===== config.mk =====
export PLATFORM = sky130hd
export DESIGN_NAME = cp0
export DESIGN_NICKNAME = d
export VERILOG_FILES = /design/src/rtl/cp0_pkg.sv /design/src/rtl/cp0.sv
export SDC_FILE = /design/constraint.sdc
export NUM_CORES = 1
export LEC_CHECK = 0
export CORE_ASPECT_RATIO = 0.9
export CORE_MARGIN = 5
export CORE_UTILIZATION = 49
export CTS_BUF_LIST = sky130_fd_sc_hd__clkbuf_8
export DETAILED_ROUTE_END_ITERATION = 8
export GPL_TIMING_DRIVEN = 0
export HOLD_SLACK_MARGIN = 0.08
export PLACE_DENSITY = 0.86
export SETUP_SLACK_MARGIN = 0.15
export SKIP_CTS_REPAIR_TIMING = 1
export SLEW_MARGIN = 20
export SYNTH_ARGS = -nofsm -noshare
export SYNTH_HDL_FRONTEND = slang
export SYNTH_SLANG_ARGS = --single-unit

===== constraint.sdc =====
create_clock -name clk -period 6.65 [get_ports clk]
set_input_delay 0.9975 -clock clk [delete_from_list [all_inputs] [get_ports clk]]
set_output_delay 0.9975 -clock clk [all_outputs]
set_load 0.005 [all_outputs]

===== src/rtl/cp0_pkg.sv =====
// Shared CP0 definitions: register indices, processor ID, handler address and exception codes.
package cp0_pkg;

    localparam logic [4:0]  REG_SR       = 5'd12;
    localparam logic [4:0]  REG_CAUSE    = 5'd13;
    localparam logic [4:0]  REG_EPC      = 5'd14;
    localparam logic [4:0]  REG_PRID     = 5'd15;

    localparam logic [31:0] PRID         = 32'h0000_2016;
    localparam logic [31:0] HANDLER_ADDR = 32'h0000_4180;

    typedef enum logic [4:0] {
        EXC_INT  = 5'd0,
        EXC_ADEL = 5'd4,
        EXC_ADES = 5'd5,
        EXC_RI   = 5'd10,
        EXC_OV   = 5'd12
    } exc_code_e;

    // Return address for a faulting instruction; a delay-slot victim restarts at its branch.
    function automatic logic [31:0] victim_epc(input logic [31:0] pc, input logic bd);
        logic [31:0] aligned;
        aligned = {pc[31:2], 2'b00};
        return bd ? aligned - 32'd4 : aligned;
    endfunction

endpackage


===== src/rtl/cp0.sv =====
// Coprocessor 0: SR/Cause/EPC/PRId, interrupt and exception request generation, mtc0/mfc0 access.
module cp0
    import cp0_pkg::*;
(
    input  logic        clk,
    input  logic        reset,
    input  logic [4:0]  A1,
    input  logic [4:0]  A2,
    input  logic [31:0] DIn,
    input  logic        We,
    input  logic [31:0] PC,
    input  logic        BD,
    input  logic [4:0]  ExcIn,
    input  logic [5:0]  HWInt,
    input  logic        EXLClr,
    output logic        Req,
    output logic [31:0] EPCOut,
    output logic [31:0] DOut
);

    logic [5:0]  sr_im;
    logic        sr_exl;
    logic        sr_ie;
    logic        cause_bd;
    logic [5:0]  cause_ip;
    logic [4:0]  cause_exc;
    logic [31:0] epc;

    logic        int_req;
    logic        exc_req;
    logic        wr_sr;
    logic        wr_epc;
    logic [31:0] sr_word;
    logic [31:0] cause_word;

    assign int_req = (|(HWInt & sr_im)) & sr_ie & ~sr_exl;
    assign exc_req = (ExcIn != 5'd0) & ~sr_exl;
    assign Req     = int_req | exc_req;

    // mtc0 is dropped whenever the victim is being flushed this cycle
    assign wr_sr   = We & (A2 == REG_SR)  & ~Req;
    assign wr_epc  = We & (A2 == REG_EPC) & ~Req;

    assign EPCOut  = wr_epc ? DIn : epc;

    assign sr_word    = {16'd0, sr_im, 8'd0, sr_exl, sr_ie};
    assign cause_word = {cause_bd, 15'd0, cause_ip, 3'd0, cause_exc, 2'd0};

    always_comb begin
        DOut = 32'd0;
        case (A1)
            REG_SR:    DOut = sr_word;
            REG_CAUSE: DOut = cause_word;
            REG_EPC:   DOut = epc;
            REG_PRID:  DOut = PRID;
            default:   DOut = 32'd0;
        endcase
    end

    always_ff @(posedge clk) begin
        if (!reset) begin
            sr_im     <= 6'd0;
            sr_exl    <= 1'b0;
            sr_ie     <= 1'b0;
            cause_bd  <= 1'b0;
            cause_ip  <= 6'd0;
            cause_exc <= 5'd0;
            epc       <= 32'd0;
        end else begin
            cause_ip <= HWInt;
            if (Req) begin
                sr_exl    <= 1'b1;
                cause_bd  <= BD;
                cause_exc <= int_req ? EXC_INT : ExcIn;
                epc       <= victim_epc(PC, BD);
            end else begin
                if (wr_sr) begin
                    sr_im  <= DIn[15:10];
                    sr_exl <= DIn[1];
                    sr_ie  <= DIn[0];
                end
                if (wr_epc) begin
                    epc <= DIn;
                end
                // eret takes precedence over an mtc0 SR write for the EXL bit
                if (EXLClr) begin
                    sr_exl <= 1'b0;
                end
            end
        end
    end

endmodule


==> summary.md <==
| Metric | Value |
|---|---|
| Outcome | completed |
| Yosys reg bits | 52 |
| P&R area growth vs syn | 43.6% |
| Max Slew Vio Count | 0 |
| CTS root buf | clkbuf_8 |
| DR top layer | met4 |
| Cells after synthesis | 450 |
| Peak supply drop | 0.000114 V |
| Cell Pwr Density | 140 mW/mm^2 |
| Die Y-Extent | 94.8 microns |
| Total die area | 0.00987 sq mm |
| Initial antenna violation count | 0 |
| Final hold viol count | 0 |
| Largest net degree at the start of global routing | 18 |
| Clk buf depth | 2 |
| WL final | 14800 microns |
| Crit path depth | 6 |
| Largest family of logic cells by synthesized area | compound AO/OA/AOI/OAI gates |
| R2R depth | 6 |
| Final Instance Count excl. Fillers | 706 |
| Synth cell types | 64 |
| Tot GR Track Use | 0.284 |
| Initial DRT Pass Iterations | 5 |
| Register area share after synthesis | 0.266 |
| Placer Congestion | 0.907 |
| DR vias | 4564 |
| Crit path cell chain | clkdlybuf4s50_1, nor2b_1, nor2b_1, clkbuf_1, and2_1, clkdlybuf4s50_1 |
| Met2 wire len | 6920 microns |
| Synth Area in Simple Gates | 0.235 |
| Post-synth EDFFs | 0 |
| RSZ-0062 raised after global routing | false |
| Mean Syn Cell Area | 8.69 sq um |
| Clk Latency, worst-skew pair | 0.31 ns |
| Net Count, Synth | 541 |
| Met1 Wirelength | 6080 microns |
| Commonest non-fill, non-tap cell in the layout | clkdlybuf4s50_1 |
| Buffers on Ports | 149 |
| Mux contribution to synthesized area | 0.160 |
| Pre-CTS WS | 1.81 ns |
| Leak pwr | 0.00187 uW |
| Critical Path Max Stage Delay | 0.72 ns |
| Synth area leaders | dfxtp_1, mux2_2, mux2i_1 |
| Clk_skew | 0.0107 ns |
| Final ANT Viol Nets | 0 |
| Slew @ Worst Pin | 0.816 ns |
| Xor/xnor share of the synthesized area | 0.0134 |
| Crit. End Element | primary output |
| Vias/cell | 6.46 |
| Async set or reset register ratio after synthesis | 0 |
| CTS tree | built |
| Fin util | 0.710 |
| Clk sinks | 52 |
| Post-Synth Adder-Cell Area | 0.00320 |
| Min setup slack post-route | 1.77 ns |
| TNS Setup | 0 ns |
| Worst setup path end | DOut[24] |
| DP HPWL | 11600 microns |
| I/O pin total | 155 |
| Crit Path Max Fanout | 10 |
| Fmax | 205 MHz |
| Endpoints failing setup | 0 |
| Crit path kind | in2out |
| Slowest cell on crit path | nor2b_1 |
| Main synth FF type | dfxtp_1 |
| Period utilization | 0.733 |
| Dpl cells | 698 |
| Compound-cell area share of the yosys netlist | 0.268 |
| Worst Path Arrival | 3.88 ns |
| CP required | 5.65 ns |
| Biggest area consumer among synthesized cells | dfxtp_1 |
| CTS Buf Count | 5 |
| Post-synth top area share | 0.266 |
| Initial DRC Count | 322 |
| Clk pin slew, worst setup/hold paths | 0.09 ns |
| Die W | 104 microns |
| Routed len/inst | 21.0 microns |
| Post-route DRC | 0 |
| Crit path max-delay family | buffers and inverters |
| Reg2reg end | epc[18]$_SDFF_PN0_ |
| Crit path launch | A1[0] |
| Layout cell share with drive strength beyond 1 | 0.112 |
| Period minus WS final | 4.88 ns |
| FF-to-FF Start | sr_im[0]$_SDFFE_PN0P_ |
| Number of global-route vias before repair | 4479 |
| Hold WC Path Type | reg2reg |
| First-pass GRT wire length | 23000 microns |
| Initial Util | 0.494 |
| Buf+Inv Stages, Crit Path | 3 |
| Worst R2R Setup Slack | 4.32 ns |
| Grt ovf | 0 |
| Row cnt | 31 |
| YS warnings | 0 |
| Met3 WL | 1450 microns |
| Rel. slew slack | 0.455 |
| Nets | 697 |
| Commonest cells after routing, fill and taps aside | clkdlybuf4s50_1, dfxtp_1, mux2_2 |
| N_diodes | 0 |
| Mapped cell area | 0.00391 sq mm |
| Crit path launch type | input pin |
| # Max-Cap Violations | 0 |
| Core ar. | 0.00791 sq mm |
| Htree depth | 2 |
-- routing by layer --
layer | vias up | global-route usage
li1 | 2077 | -
met1 | 2179 | 0.368
met2 | 271 | 0.465
met3 | 37 | 0.0697
met4 | 0 | 0.0971
met5 | - | 0
-- state kept, by name (all words and copies together), names as in the netlist --
| name | count |
|---|---|
| cause_exc | 5 |
| epc | 32 |
| sr_im | 6 |
| cause_bd | 1 |
| sr_exl | 1 |
| cause_ip | 6 |
| sr_ie | 1 |
-- layout make-up --
class,instances,area [sq um]
Multi-Input combinational cell,351,2660
Fill cell,661,2290
Timing Repair Buffer,149,1490
Sequential cell,52,1040
Buffer,39,183
Tap cell,99,124
Clock buffer,5,68.8
Inverter,8,30.0
Clock inverter,3,21.3
-- synth_stat cells (all sizes together) (2+ instances only) --
master    n
a2111oi  18
a21boi    2
o21ai    10
clkbuf   30
mux2     35
nor2b     5
buf       9
or2       4
and2     24
mux2i    23
nand2    28
xor2      4
nor4     10
a22oi     7
nor3      8
o31a     22
or4      14
o211a     2
nor2     26
nand4     6
dfxtp    52
a311oi   19
nand3b    3
o31ai    13
nor3b     2
nand3     6
or4b      2
inv       8
a21oi    16
nand2b    2
a211oi   14
or3       7
nand4bb   3
xnor2     2
-- tightest hold or removal path: stages (launching register included) --
cell     delay, ns
dfxtp_1       0.33
nand3_1       0.06
a21oi_1       0.05
-- kinds of logic after synthesis --
logic type | Yosys count
flops | 52
mux | 58
fa+ha+maj | 1
xor+xnor | 6
compound gates | 134
simple gates | 152
buf+inv | 47
-- how the worst min path moves through the flow --
stage | start | end | depth (start not counted)
after floorplan | sr_im[3]$_SDFFE_PN0P_ | sr_im[3]$_SDFFE_PN0P_ | 2
after global placement | sr_ie$_SDFFE_PN0P_ | sr_ie$_SDFFE_PN0P_ | 2
after detailed placement | cause_bd$_SDFFE_PN0N_ | cause_bd$_SDFFE_PN0N_ | 2
after CTS | cause_bd$_SDFFE_PN0N_ | cause_bd$_SDFFE_PN0N_ | 2
after global routing | cause_bd$_SDFFE_PN0N_ | cause_bd$_SDFFE_PN0N_ | 2
final | cause_bd$_SDFFE_PN0N_ | cause_bd$_SDFFE_PN0N_ | 2
-- power breakdown --
part           switching, uW  internal [uW]
registers               17.6            334
logic                    109            137
clock network            116           75.1
total                    243            546
-- per-stage QoR --
| stage | hold WS, ns | area [sq um] | power (uW) |
|---|---|---|---|
| 3_3_place_gp | 0.462 | 5530 | 594 |
| 5_1_grt | 0.491 | 5620 | 822 |
| 6_report | 0.479 | 5620 | 789 |
| 3_5_place_dp | 0.469 | 5530 | 600 |
| 4_1_cts | 0.480 | 5620 | 785 |
| 2_1_floorplan | 0.443 | 3910 | 462 |
No activity file was read; power rests on OpenSTA's default activity.
